`config.mk`:
```
export PLATFORM = sky130hd
export DESIGN_NAME = sign_to_double_seq
export DESIGN_NICKNAME = d
export VERILOG_FILES = /design/src/rtl/sign_to_double_seq.sv
export SDC_FILE = /design/constraint.sdc
export NUM_CORES = 1
export LEC_CHECK = 0
export BUFFER_PORTS_ARGS = -buffer_cell sky130_fd_sc_hd__buf_2
export CORE_UTILIZATION = 40
export DETAILED_ROUTE_END_ITERATION = 12
export PLACE_DENSITY = 0.66
export SLEW_MARGIN = 20
export SYNTH_ARGS = -nofsm -noshare
export SYNTH_HDL_FRONTEND = slang
export SYNTH_SLANG_ARGS = --single-unit
```
`constraint.sdc`:
```
create_clock -name clk_operation -period 1.5 [get_ports clk_operation]
set_input_delay 0 -clock clk_operation [delete_from_list [all_inputs] [get_ports clk_operation]]
set_output_delay 0 -clock clk_operation [all_outputs]
set_load 0.03 [all_outputs]
```
`src/rtl/sign_to_double_seq.sv`:
```
// sign_to_double_seq: multi-cycle W-bit two's-complement sample to IEEE-754 double converter
// Ports:
//   clk_operation - operation clock, all state changes on its rising edge
//   rst           - asynchronous active-high reset
//   enable        - start request, sampled only while idle
//   sig_in        - W-bit two's-complement sample, captured on the accepting edge
//   double        - 64-bit result {sign, exp, mant}, held until the next conversion completes
//   ready         - one-cycle pulse when double has just been updated
//   busy          - high while a conversion is in progress
module sign_to_double_seq #(
    parameter int W         = 16,
    parameter bit FRAC_MODE = 1'b0
) (
    input  logic         clk_operation,
    input  logic         rst,
    input  logic         enable,
    input  logic [W-1:0] sig_in,
    output logic [63:0]  double,
    output logic         ready,
    output logic         busy
);
    localparam int PW = $clog2(W);
    // Fraction mode divides by 2^(W-1), which only shifts the exponent bias
    localparam logic [10:0] BIAS = 11'(FRAC_MODE ? 1023 - (W - 1) : 1023);

    typedef enum logic [1:0] {IDLE, NORM, PACK} state_t;

    state_t        state, state_nxt;
    logic [W-1:0]  mag, mag_nxt;
    logic [PW-1:0] pos, pos_nxt;
    logic          sign, sign_nxt;
    logic          zero, zero_nxt;
    logic [63:0]   double_nxt;
    logic          ready_nxt;
    logic [W+50:0] mant_wide;
    logic [10:0]   exp_v;

    // Drop the implicit leading one and left-align the remaining bits into the 52-bit field
    assign mant_wide = {mag[W-2:0], 52'b0};
    assign exp_v     = BIAS + 11'(pos);
    assign busy      = state != IDLE;

    always_ff @(posedge clk_operation or posedge rst) begin
        if (rst) begin
            state  <= IDLE;
            mag    <= '0;
            pos    <= '0;
            sign   <= 1'b0;
            zero   <= 1'b0;
            double <= '0;
            ready  <= 1'b0;
        end else begin
            state  <= state_nxt;
            mag    <= mag_nxt;
            pos    <= pos_nxt;
            sign   <= sign_nxt;
            zero   <= zero_nxt;
            double <= double_nxt;
            ready  <= ready_nxt;
        end
    end

    always_comb begin
        state_nxt  = state;
        mag_nxt    = mag;
        pos_nxt    = pos;
        sign_nxt   = sign;
        zero_nxt   = zero;
        double_nxt = double;
        ready_nxt  = 1'b0;
        case (state)
            IDLE: if (enable) begin
                state_nxt = NORM;
                sign_nxt  = sig_in[W-1];
                // W-bit unsigned magnitude: the most negative input maps to 2^(W-1)
                mag_nxt   = sig_in[W-1] ? -sig_in : sig_in;
                pos_nxt   = PW'(W - 1);
                zero_nxt  = 1'b0;
            end
            NORM: if (mag == '0) begin
                zero_nxt  = 1'b1;
                state_nxt = PACK;
            end else if (mag[W-1]) begin
                state_nxt = PACK;
            end else begin
                mag_nxt = mag << 1;
                pos_nxt = pos - PW'(1);
            end
            PACK: begin
                state_nxt  = IDLE;
                ready_nxt  = 1'b1;
                double_nxt = zero ? 64'h0 : {sign, exp_v, mant_wide[W+50 -: 52]};
            end
            default: state_nxt = IDLE;
        endcase
    end
endmodule

```
==> impl_metrics.py <==
metrics = {
    "run_status": {
        "outcome": "finished, violations left",
        "violations": "negative setup slack",
    },
    "synthesis": {
        "synth_area_leaders": "dfrtp_1, buf_4, nand2_1, nand2b_1, a21oi_1",
        "async_flop_share": 1.000,
        "yosysTopAreaCellShare": 0.4336,
        "netlist_area_sq_um": 2828,
        "synth_edf_count": 0,
        "ys_ff_latch": 49,
        "synthCells": 307,
        "yosysWarnings": 0,
        "synthFlopType": "dfrtp_1",
        "syn_avg_cell_area_sq_um": 9.211,
        "ys_seq_area_frac": 0.4336,
        "synth_largest_area_cell": "dfrtp_1",
        "synthDistinctLibCells": 47,
    },
    "power_and_ir_drop": {
        "fin_total_pwr_uw": 6951,
        "power_frac_seq": 0.330,
        "power_density_nw_per_um2": 2038,
        "p_leak_uw": 0.001663,
        "comb_power_share": 0.562,
        "p_sw_uw": 3147,
        "p_int_uw": 3804,
        "sw_frac_of_total": 0.4528,
        "clkPwrFrac": 0.108,
        "max-vdd-ir-drop_mv": 0.6278,
    },
    "clock_tree": {
        "tritoncts": "done",
        "cts_max_path_buffers": 2,
        "root_buffer": "clkbuf_8",
        "clock_latency_ns": 0.30,
        "path_clk_slew_ns": 0.09,
        "cts_buffers": 5,
        "htreeDepth": 2,
        "numClockSinks": 49,
    },
    "worst_setup_path": {
        "critPathMaxStageDelay_ns": 0.42,
        "cp-start-kind": "register",
        "critPathArrivalTime_ns": 1.75,
        "crit_required_ns": 1.69,
        "crit_path_cell_trace": "nor4_4 -> nand4_1 -> a21oi_2 -> buf_4 -> inv_2 -> nor2_1 -> a21oi_1",
        "crit_type": "reg -> reg",
        "crit_slowest_cell": "dfrtp_1",
        "cp_max_fo": 7,
        "end_kind": "register",
    },
    "detailed_routing": {
        "vias": 2290,
        "vias_per_cell": 4.811,
        "first_pass_iters": 4,
        "wl_per_cell_um": 13.05,
        "drtAntennaViolNets": 0,
        "drcViolationCount": 0,
        "drtIter0Drc": 137,
        "wl_um": 6211,
    },
    "floorplanning": {
        "die_w_um": 86.08,
        "pin_count": 85,
        "rows": 30,
        "dieArea_sq_um": 7410,
        "coreArea_sq_um": 6794,
        "die_y_um": 86.08,
        "start_util": 0.4162,
    },
    "grt": {
        "grt_pass1_vias": 2085,
        "grt_use_total": 0.1765,
        "gr-total-overflow": 0,
        "antenna_found_initial": 0,
        "grt_pass1_wl_um": 10320,
        "grt_max_degree": 50,
    },
    "sta": {
        "fin_crit_ns": 1.567,
        "worstMarginPinSlew_ns": 0.6895,
        "maxSlewViolCount": 0,
        "fin_ws_ns": -0.06671,
        "setup_viol": 10,
        "fmax_mhz": 638.3,
        "finalHoldViolCount": 0,
        "fin_worst_skew_ns": 0.007866,
        "slew_headroom": 0.5403,
        "period_share": 1.044,
        "rsz0062_at_grt": "yes",
    },
    "final_layout": {
        "layout.nets": 401,
        "fin_area_sq_um": 3411,
        "layout_commonest_cell": "dfrtp_1",
        "layout-drive-gt1-share": 0.2868,
        "layoutNonFillerInstCount": 476,
        "n_antenna_cell": 0,
        "synthToLayoutAreaGrowth_pct": 20.62,
        "final_cell_mix": "dfrtp_1, buf_2, conb_1",
    },
    "place": {
        "io_buffers": 47,
        "place_inst": 463,
        "place.gp.congestion": 0.8934,
        "hpwlAfterDp_um": 4731,
        "placed_area_sq_um": 3223,
        "post-place-ws_ns": -0.09196,
    },
    "run": {
        "cap_violations": 0,
    },
    "worst_hold_path": {
        "worstHoldPathType": "in -> reg",
    },
}
layer usage:
metal,share of wire,vias up,GRT usage
met4,0.013,0,0.05152
met3,0.043,6,0.02310
met5,0,-,0
li1,-,1130,-
met1,0.50,1075,0.2579
met2,0.45,79,0.2727
cell families after synthesis:
group / share of synthesized area
compound gates: 0.1832
xor+xnor: 0.03717
fa+ha+maj: 0.01328
buf+inv: 0.1571
flops: 0.4336
mux: 0.01062
other cells: 0.001326
simple gates: 0.1637
layout make-up:
class | count | area (sq um)
sequential | 49 | 1226
multi-input combinational | 226 | 1371
inverter | 14 | 66.31
clock buffer | 8 | 80.08
timing repair buffer | 83 | 546.8
tap | 96 | 120.1
fill | 655 | 3383
synthesized netlist by cell type (3+ instances only):
cell type / number
dfrtp_1: 49
buf_4: 40
nand2_1: 32
a21oi_1: 17
o21ai_1: 17
nand2b_1: 16
nor2_1: 13
inv_1: 11
o21ai_0: 11
o31ai_1: 11
clkbuf_1: 8
xor2_1: 8
a22oi_1: 6
a31oi_1: 6
nor3_1: 5
nor4_1: 4
xnor2_1: 4
buf_6: 3
ha_1: 3
mux2i_1: 3
nand3_1: 3
o22a_1: 3
power groups by stage:
stage	Clock, uW	Combinational [uW]	Sequential [uW]
after floorplan	0	1910	2800
after global placement	0	3620	2230
after detailed placement	0	3670	2270
after CTS	768	3890	2240
after global routing	818	4260	2360
final	753	3910	2290
what timing repair did:
item | in CTS | in global routing
hold buffers | 2 | 0
gates resized for setup | 10 | 4
hold endpoints to repair | 22 | 0
pin swaps | 9 | 4
endpoints found under the setup margin | 17 | 22
buffers inserted | 3 | 0
gates cloned | 0 | 0
registers in the layout, summed over array words and instances, names as in the netlist:
register and count:
mag 16, pos 4, ready 1, zero 1, double 24, sign 1
state 2
worst max-delay path, delay by kind of cell (launching register included):
kind | cells | cell delay, ns
simple gates | 3 | 0.55
buf+inv | 2 | 0.23
compound gates | 2 | 0.25
flops | 1 | 0.42
final timing paths:
path                                        start                     end  slack [ns]  cells past startpoint
setup / recovery               mag[7]$_DFFE_PP0P_      mag[2]$_DFFE_PP0P_       -0.07                      7
hold / removal                         sig_in[11]     mag[11]$_DFFE_PP0P_        0.02                      3
setup reg to reg               mag[7]$_DFFE_PP0P_      mag[2]$_DFFE_PP0P_       -0.07                      7
hold reg to reg            double[62]$_DFFE_PP0P_  double[62]$_DFFE_PP0P_        0.48                      2
max in group asynchronous                     rst  double[42]$_DFFE_PP0P_        0.71                      4
min in group asynchronous                     rst  double[52]$_DFFE_PP0P_        0.26                      3
through the flow:
step                TNS (ns)  utilization  hold WS [ns]
CTS                  -0.7281       0.4976       0.01757
finish               -0.3841       0.5020       0.01938
global route          -2.577       0.5020       0.02704
detailed placement   -0.2903       0.4744       0.05663
global placement    -0.04844       0.4744       0.04041
floorplan           -0.03763            -        0.1497
No activity file was read; power rests on OpenSTA's default activity.
